--- src/rtl/uart_bps_gen.sv ---
// uart_bps_gen: runtime-selectable UART bit-timing generator.
// Emits a mid-bit strobe (RX sampling) and a bit-end strobe (TX shifting)
// for one frame of FRAME_BITS bit periods, then returns to idle on its own.
module uart_bps_gen #(
    parameter int CLK_FREQ   = 25_000_000,
    parameter int FRAME_BITS = 10,
    parameter int CNT_W      = 16
) (
    input  logic       clk,
    input  logic       rst,
    input  logic       bps_start,
    input  logic       bps_abort,
    input  logic [2:0] bps_sel,
    output logic       bps_hf,
    output logic       bps_full,
    output logic [3:0] bit_cnt,
    output logic       busy,
    output logic       frame_done
);

    typedef enum logic {
        S_IDLE = 1'b0,
        S_RUN  = 1'b1
    } state_t;

    localparam logic [3:0] LAST_BIT = 4'(FRAME_BITS - 1);

    // Bit-period divisor minus one for each baud select; all constants.
    function automatic logic [CNT_W-1:0] div_for(input logic [2:0] sel);
        case (sel)
            3'd0:    div_for = CNT_W'(CLK_FREQ / 1200   - 1);
            3'd1:    div_for = CNT_W'(CLK_FREQ / 2400   - 1);
            3'd2:    div_for = CNT_W'(CLK_FREQ / 4800   - 1);
            3'd3:    div_for = CNT_W'(CLK_FREQ / 9600   - 1);
            3'd4:    div_for = CNT_W'(CLK_FREQ / 19200  - 1);
            3'd5:    div_for = CNT_W'(CLK_FREQ / 38400  - 1);
            3'd6:    div_for = CNT_W'(CLK_FREQ / 57600  - 1);
            default: div_for = CNT_W'(CLK_FREQ / 115200 - 1);
        endcase
    endfunction

    state_t           r_state;
    logic             r_start_d;
    logic [2:0]       r_sel;
    logic [CNT_W-1:0] r_cnt;
    logic [3:0]       r_bit_cnt;
    logic             r_hf;
    logic             r_full;
    logic             r_done;

    state_t           w_state_nx;
    logic [2:0]       w_sel_nx;
    logic [CNT_W-1:0] w_cnt_nx;
    logic [3:0]       w_bit_nx;
    logic             w_hf_nx;
    logic             w_full_nx;
    logic             w_done_nx;
    logic             w_start_edge;
    logic [CNT_W-1:0] w_div;
    logic [CNT_W-1:0] w_half;

    assign w_start_edge = bps_start & ~r_start_d;
    assign w_div        = div_for(r_sel);
    assign w_half       = w_div >> 1;

    // Track the previous bps_start level for rising-edge detection, in every state.
    always_ff @(posedge clk or negedge rst) begin
        if (!rst) r_start_d <= 1'b0;
        else      r_start_d <= bps_start;
    end

    // Next-state and strobe decode; abort outranks any counter match.
    always_comb begin
        w_state_nx = r_state;
        w_sel_nx   = r_sel;
        w_cnt_nx   = r_cnt;
        w_bit_nx   = r_bit_cnt;
        w_hf_nx    = 1'b0;
        w_full_nx  = 1'b0;
        w_done_nx  = 1'b0;
        case (r_state)
            S_IDLE: begin
                if (w_start_edge && !bps_abort) begin
                    w_state_nx = S_RUN;
                    w_sel_nx   = bps_sel;
                    w_cnt_nx   = '0;
                    w_bit_nx   = 4'd0;
                end
            end
            default: begin
                if (bps_abort) begin
                    w_state_nx = S_IDLE;
                    w_cnt_nx   = '0;
                    w_bit_nx   = 4'd0;
                end else if (r_cnt == w_div) begin
                    w_full_nx = 1'b1;
                    w_cnt_nx  = '0;
                    if (r_bit_cnt == LAST_BIT) begin
                        w_done_nx  = 1'b1;
                        w_bit_nx   = 4'd0;
                        w_state_nx = S_IDLE;
                    end else begin
                        w_bit_nx = r_bit_cnt + 4'd1;
                    end
                end else begin
                    w_cnt_nx = r_cnt + CNT_W'(1);
                    w_hf_nx  = (r_cnt == w_half);
                end
            end
        endcase
    end

    // State, counters and registered strobes; reset ends any frame in progress.
    always_ff @(posedge clk or negedge rst) begin
        if (!rst) begin
            r_state   <= S_IDLE;
            r_sel     <= 3'd0;
            r_cnt     <= '0;
            r_bit_cnt <= 4'd0;
            r_hf      <= 1'b0;
            r_full    <= 1'b0;
            r_done    <= 1'b0;
        end else begin
            r_state   <= w_state_nx;
            r_sel     <= w_sel_nx;
            r_cnt     <= w_cnt_nx;
            r_bit_cnt <= w_bit_nx;
            r_hf      <= w_hf_nx;
            r_full    <= w_full_nx;
            r_done    <= w_done_nx;
        end
    end

    assign bps_hf     = r_hf;
    assign bps_full   = r_full;
    assign frame_done = r_done;
    assign bit_cnt    = r_bit_cnt;
    assign busy       = (r_state == S_RUN);

endmodule

--- config.mk ---
export PLATFORM = sky130hd
export DESIGN_NAME = uart_bps_gen
export DESIGN_NICKNAME = d
export VERILOG_FILES = /design/src/rtl/uart_bps_gen.sv
export SDC_FILE = /design/constraint.sdc
export NUM_CORES = 1
export LEC_CHECK = 0
export BUFFER_PORTS_ARGS = -buffer_cell sky130_fd_sc_hd__buf_4
export CAP_MARGIN = 10
export CELL_PAD_IN_SITES_DETAIL_PLACEMENT = 1
export CELL_PAD_IN_SITES_GLOBAL_PLACEMENT = 1
export CORE_MARGIN = 2
export CORE_UTILIZATION = 50
export DETAILED_ROUTE_END_ITERATION = 16
export GPL_TIMING_DRIVEN = 1
export MAX_ROUTING_LAYER = met4
export PLACE_DENSITY = 0.83
export SLEW_MARGIN = 10
export SYNTH_ARGS = -nofsm -noshare
export SYNTH_HDL_FRONTEND = slang
export SYNTH_SLANG_ARGS = --single-unit
--- constraint.sdc ---
create_clock -name clk -period 3.2 [get_ports clk]
set_input_delay 0.48 -clock clk [delete_from_list [all_inputs] [get_ports clk]]
set_output_delay 0.48 -clock clk [all_outputs]
set_load 0.05 [all_outputs]
======== Word-level counts from Yosys, hierarchy flattened ========
Index checks and enable logic that the tools add are counted.
word-level totals
  word-level logic and storage cells ...... 54
  memories ................................ 0
  input bits .............................. 7
  ROM bits ................................ 0
  bits in writable memories ............... 0
  latch bits .............................. 0
  flip-flop bits (word level) ............. 28
  output and inout bits ................... 8
operators by class
  bitwise gates (word level) .............. 3
  mux-type cells .......................... 25
  multipliers ............................. 0
  shifts and indexed selects .............. 0
  $add $sub $neg .......................... 2
  equality and inequality tests ........... 10
  divide/modulo/power cells ............... 0
  magnitude comparators ................... 0
  reduce and logical (&&, ||, !) cells .... 6
operators with widths
  cell                                                   count
  case mux 15 bit (7 select lines)                       1
  2-to-1 mux 16 bit                                      4
  2-to-1 mux 4 bit                                       5
  adder 16 x 1 -> 16 bit, second input constant          1
  == test 16 x 15 -> 1 bit                               1
  == test 16 bit                                         1
  2-to-1 mux 1 bit                                       15
  == test 3 bit, second input constant                   3
  == test 3 x 2 -> 1 bit, second input constant          2
  adder 4 x 1 -> 4 bit, second input constant            1
  == test 4 bit, second input constant                   1
  AND reduction 2 bit                                    2
  == test 3 x 1 -> 1 bit, second input constant          1
  zero test 3 bit                                        1
  inequality test 3 x 2 -> 1 bit, second input constant  1
  inverter 1 bit                                         2
  nonzero test 2 bit                                     1
  AND 1 bit                                              1
  logical AND 1 bit                                      1
  zero test 1 bit                                        1

======== Longest topological paths before layout ========
Gate-level depths: netlist of run 1.
  word-level depth ........................ 6
  depth in mapped cells ................... 9

======== Worst setup path after synthesis of run 1 ========
No wires, ideal clock.
  kind .................................... reg2reg
  start ................................... register r_sel[1]
  end ..................................... register r_cnt[11]
  data arrival time ....................... 1.898 ns
  clock period less this slack ............ 2.034 ns
  setup time .............................. 0.136 ns
  cell stages (with the launch flop) ...... 9
  slack ................................... 1.166 ns
  path through ............................ dfrtp_1 -> buf_6 -> xnor2_1 -> xnor2_1 -> o2bb2ai_1 -> nand3_4 -> nor4_4 -> buf_6 -> nor3_1
on the way
  cells in the longest elaborated chain, start to end .. 6
  elaborated cells between the ends (all ways) .. 12
  those cells by class .................... eq/ne: 7; mux: 4; reduce/logical: 1
ends and longest elaborated chain
  item                                   RTL line  RTL
  start, declared                        44        logic [2:0] r_sel;
  start signal, assigned                 125       r_sel <= w_sel_nx;
  == test 3 bit (tied with other cells)  30        case (sel)
  case mux 15 bit (7 select lines) (*)   30
  == test 16 bit (*)                     95        end else if (r_cnt == w_div) begin
  2-to-1 mux 16 bit (*)                  95
  2-to-1 mux 16 bit (*)                  91        if (bps_abort) begin
  2-to-1 mux 16 bit (*)                  81        case (r_state)
  end signal, assigned                   126       r_cnt <= w_cnt_nx;
  end, declared                          45        logic [CNT_W-1:0] r_cnt;
Every way passes the cells marked *; elsewhere a longest branch is shown, timed or not.
A chain may end at the register's enable or synchronous reset.

======== Worst setup path after layout of run 1 ========
  start ................................... register r_sel[1]
  end ..................................... register r_cnt[14]
Same word-level chain as after synthesis.

==> results of run 1 <==
-- logic make-up after synthesis --
family | share of synthesized area [%]
flip-flops | 31.5
adder cells (fa/ha/maj) | 1.69
AO/OA/AOI/OAI | 21.2
buffers and inverters | 6.64
AND/OR/NAND/NOR | 31.5
XOR/XNOR | 5.52
multiplexers | 1.91
-- through the flow --
stage / std cells / cell area, sq um
after floorplan: 256 / 2220
after global placement: 307 / 2320
after detailed placement: 307 / 2320
after CTS: 311 / 2370
after global routing: 311 / 2370
final: 311 / 2370
-- path summary, 6_finish.rpt --
kind                                         from                      to  slack, ns
setup / recovery             r_sel[1]$_DFFE_PN0P_   r_cnt[14]$_DFFE_PN0P_       0.43
hold / removal                                rst    r_cnt[6]$_DFFE_PN0P_       0.12
setup reg to reg             r_sel[1]$_DFFE_PN0P_   r_cnt[14]$_DFFE_PN0P_       0.43
hold reg to reg            bit_cnt[1]$_DFFE_PN0P_  bit_cnt[1]$_DFFE_PN0P_       0.61
max in group asynchronous                     rst    r_cnt[3]$_DFFE_PN0P_       2.80
min in group clk                        bps_start     r_start_d$_DFF_PN0_       0.30
-- area by class of cell --
class	count	area share [%]
multi-input cells	199	57.9
clock buffers	4	2.32
repair buffers	20	6.32
flip-flops and latches	28	29.5
inverters	8	1.26
well taps	52	2.74
-- registers in the layout, indices dropped and copies added, names as in the netlist --
name and cells:
r_start_d 1, r_sel 3, r_cnt 16, bps_hf 1
bit_cnt 4, busy 1, frame_done 1, bps_full 1
-- power breakdown --
part / internal, mW / leakage, nW / switching (mW)
combinational: 0.157 / 0.518 / 0.237
clock: 0.110 / 0.0288 / 0.113
sequential: 0.368 / 0.381 / 0.0667
-- metal layers --
layer	vias up	track usage [%]	wire (um)
met3	15	2.85	277
met1	990	38.5	2950
li1	951	-	-
met5	-	-	0
met2	51	42.9	3020
met4	0	9.01	149
-- synth_stat cells, types with 5 or more instances --
library cell	instances
buf_2	6
inv_1	8
xnor2_1	10
nand3_1	12
nor2_1	21
nand2b_1	5
nand2_1	20
a21oi_1	15
clkbuf_1	10
nor3_1	19
dfrtp_1	28
-- placed cells by master (no fill, tap or decap), drive strengths merged, types with 3 or more instances in the layout --
master  instances
nor4b           3
nor3b           4
nand3b          3
nand2b          5
nor3           21
o22ai           3
xnor2          10
nand4           4
nor2           21
inv             8
and2            4
nand3          13
ha              3
nor2b           4
nand2          21
nor4            5
buf            20
xor2            4
o311ai          3
a21oi          15
o21ai           6
dfrtp          28
clkbuf          4
==> impl_metrics.tcl, run 1 <==
set metrics [dict create \
    die-area_sq_um 4990 \
    p_per_area_nw_per_um2 443 \
    fin_crit_ns 2.77 \
    hold_ws_ns 0.115 \
    grt.overflow.total 0 \
    first_iter_violations 134 \
    core_sq_um 4320 \
    slew_violations 0 \
    syn_area_sq_um 2220 \
    hold_viol_final 0 \
    tightest_slew_ns 0.785 \
    start_util_pct 51.4 \
    hold_path_class "primary input to asynchronous set/reset pin" \
    die_h_um 70.7 \
    outcome "finished, final reports clean" \
    routed_wl_mm 6.39 \
    cts_tree "built" \
    ys_seq_area_share_pct 31.5 \
    gp_congestion 1.03 \
    fin_crit_sh_pct 86.6 \
    grt_setup_unrepaired "false" \
    cts.repair.resized 0 \
    setup_ws_ns 0.428 \
    synth_top_area_cell "dfrtp_1" \
    maxCapViolations 0 \
    diodes 0 \
    crit_type "register to register" \
    power_leakage_nw 0.928 \
    grt_first_pass_wirelength_mm 10.5 \
    regArea_sq_um 701 \
    num_io_pins 15 \
    slowest_stage "dfrtp_1" \
    syn_avg_cell_area_sq_um 8.68 \
    root_buffer "clkbuf_8" \
    ir_drop_v 0.000185 \
    setup.worst_path.end_class "register" \
    multi_input_area_sq_um 1370 \
    cts_buffers 3 \
    grt_pass1_vias 1939 \
    vias 2007 \
    power_mw 1.05 \
    fillCellCount 544 \
    synth.distinct_cells 69 \
    drc_errors 0 \
    clock-sinks 28 \
    worstPathMaxFanout 25 \
    htree_levels 1 \
    synthTopCellsByArea "dfrtp_1, nor3_1, xnor2_1" \
    finalCoreUtilization_pct 54.9 \
    clk_latency_ns 0.28 \
    post_route_cells_drive_above_1_share_pct 16.2 \
    path_depth 7 \
    start_kind "register" \
    clk_pin_slew_worst_paths_ns 0.10 \
    final_nets 270 \
    clockBufferDepth 2 \
    area_delta_synth_final_pct 6.87 \
    port_buffers 14 \
    grt_max_degree 29 \
    ys_seq_elements 28 \
    crit_family "simple AND/OR/NAND/NOR gates" \
    path_cells "nand2b_1 -> and3_1 -> nor3_1 -> nand4_2 -> nor4_4 -> buf_4 -> nor3_1" \
    path_buf_inv 1 \
    via_per_inst 6.45 \
    syn_nets 266 \
    die-width_um 70.7 \
    relSlewSlack_pct 47.7 \
    fmax_ghz 0.361 \
    yosysTopAreaCellShare_pct 31.5 \
    yosys_most_used_dff "dfrtp_1" \
    grt_usage_pct 27.7 \
    drtPass1Iterations 4 \
    setup_viol 0 \
    hpwl_mm 4.76 \
    fin_tns_setup_ns 0 \
    async_reset_ff_share_pct 100 \
    cts_setup_buffers 0 \
    synthesis.instances 256 \
    postCtsHoldBufs 0 \
    skew_ns 0.00504 \
    worstPathRequired_ns 3.37 \
    rows 24 \
    ant_nets 0 \
    antenna_found_initial 0 \
    reg2reg_depth 7 \
    yosysWarnings 0 \
    slowest_delay_ns 0.86 \
    place_ws_ns 0.570 \
    arrival_ns 2.94 \
    avgRoutedWirePerCell_um 20.6 \
    synth_edf_count 0 \
    path_common_cell "nor3_1" \
]
Power figures use the tool's default switching activity.
==> run 2, diff against run 1 <==
Settings changed: ABC_CLOCK_PERIOD_IN_PS set to 3200, PLACE_DENSITY 0.83 to 0.85, SETUP_SLACK_MARGIN set to 0.15.
==> run 2 against run 1 <==
Critical path type unchanged. Register-to-register slack improved by 0.13 ns. Flip-flop and latch count is the same. Critical path depth unchanged. Worst setup slack gained 0.13 ns. Total power is 6.4% higher.
==> impl_metrics.tcl, run 2 (synthesis results as in run 1) <==
set metrics [dict create \
    outcome "finished, final reports clean" \
    final_nets 269 \
    die-area_sq_um 4990 \
    drtPass1Iterations 4 \
    relSlewSlack_pct 59.4 \
    crit_type "register to register" \
    clk_pin_slew_worst_paths_ns 0.11 \
    grt_usage_pct 28.3 \
    clockBufferDepth 2 \
    cts_tree "built" \
    ir_drop_v 0.000221 \
    antenna_found_initial 0 \
    maxCapViolations 0 \
    gp_congestion 0.894 \
    setup_viol 0 \
    grt_first_pass_wirelength_mm 10.8 \
    largest-register "r_cnt" \
    die-width_um 70.7 \
    area_delta_synth_final_pct 7.26 \
    grt.overflow.total 0 \
    vias 2032 \
    cts_setup_buffers 0 \
    avgRoutedWirePerCell_um 20.7 \
    htree_levels 1 \
    worstPathRequired_ns 3.35 \
    start_util_pct 51.4 \
    die_h_um 70.7 \
    arrival_ns 2.79 \
    power_leakage_nw 0.929 \
    tightest_slew_ns 0.609 \
    crit_family "simple AND/OR/NAND/NOR gates" \
    slew_violations 0 \
    ant_nets 0 \
    skew_ns 0.0126 \
    multi_input_area_sq_um 1370 \
    diodes 0 \
    slowest_stage "dfrtp_1" \
    via_per_inst 6.55 \
    fin_tns_setup_ns 0 \
    fillCellCount 541 \
    grt_max_degree 29 \
    largest_register_ffs 16 \
    root_buffer "clkbuf_8" \
    first_iter_violations 150 \
    setup_ws_ns 0.557 \
    fin_crit_ns 2.64 \
    fin_crit_sh_pct 82.6 \
    final_common_cell "dfrtp_1" \
    drc_errors 0 \
    setup.worst_path.end_class "register" \
    fmax_ghz 0.378 \
    grt_setup_unrepaired "false" \
    regArea_sq_um 701 \
    post_route_cells_drive_above_1_share_pct 15.9 \
    path_buf_inv 1 \
    start_kind "register" \
    slowest_delay_ns 0.74 \
    clk_latency_ns 0.29 \
    hpwl_mm 4.59 \
    hold_path_class "primary input to asynchronous set/reset pin" \
    layout_common_cells "dfrtp_1, nor2_1, nand2_1" \
    dp.cells 306 \
    place_ws_ns 0.605 \
    core_sq_um 4320 \
    finalNonFillerCells 310 \
    routed_wl_mm 6.40 \
    cts.repair.resized 0 \
    hold_ws_ns 0.0952 \
    port_buffers 14 \
    hold_viol_final 0 \
    rows 24 \
    p_per_area_nw_per_um2 470 \
    clock-sinks 28 \
    num_io_pins 15 \
    path_cells "buf_4 -> nor4bb_1 -> a311oi_1 -> o22ai_1 -> a32oi_4 -> nor3_2 -> a21oi_1" \
    grt_pass1_vias 2040 \
    cts_buffers 3 \
    postCtsHoldBufs 0 \
    worstPathMaxFanout 19 \
]
run 2: changes by cell type in the layout (fill, tap and decap cells not counted):
cell	delta
bufinv_16	+1
clkbuf_8	-1
buf_4	-1
run 2: final cells by class:
| class | instances | area share [%] |
|---|---|---|
| Clock buffer | 3 | 1.73 |
| Clock inverter | 1 | 1.26 |
| Inverter | 8 | 1.26 |
| Multi-Input combinational cell | 199 | 57.6 |
| Sequential cell | 28 | 29.4 |
| Tap cell | 52 | 2.73 |
| Timing Repair Buffer | 19 | 5.98 |
run 2: metal layers:
layer | global-route usage (%) | vias to the layer above | wire [um]
met5 | - | - | 0
met4 | 11.3 | 0 | 157
met3 | 3.70 | 18 | 206
met2 | 44.0 | 47 | 3140
met1 | 37.7 | 1018 | 2910
li1 | - | 949 | -
run 2: path summary, 6_finish.rpt:
path / endpoint / cells after the start / from / slack, ns
setup / recovery: busy$_DFF_PN0_ / 7 / r_sel[2]$_DFFE_PN0P_ / 0.56
hold / removal: r_cnt[12]$_DFFE_PN0P_ / 1 / rst / 0.1
setup reg to reg: busy$_DFF_PN0_ / 7 / r_sel[2]$_DFFE_PN0P_ / 0.56
hold reg to reg: r_cnt[15]$_DFFE_PN0P_ / 2 / r_cnt[15]$_DFFE_PN0P_ / 0.61
max in group asynchronous: r_sel[2]$_DFFE_PN0P_ / 1 / rst / 2.81
min in group clk: r_start_d$_DFF_PN0_ / 1 / bps_start / 0.31
run 2: per-stage QoR:
stage | power [mW] | utilization [%] | instance area (sq um)
floorplan | 0.741 | - | 2220
global placement | 0.809 | 53.5 | 2310
detailed placement | 0.823 | 53.5 | 2310
CTS | 1.12 | 55.1 | 2380
global route | 1.18 | 55.1 | 2380
finish | 1.12 | 55.1 | 2380
run 2: where the power goes:
group          leakage, nW  switching, mW  total, mW  internal [mW]
Combinational        0.513          0.234      0.394          0.159
Sequential           0.381         0.0657      0.434          0.369
Clock               0.0357          0.124      0.292          0.168
Total                0.929          0.424       1.12          0.696
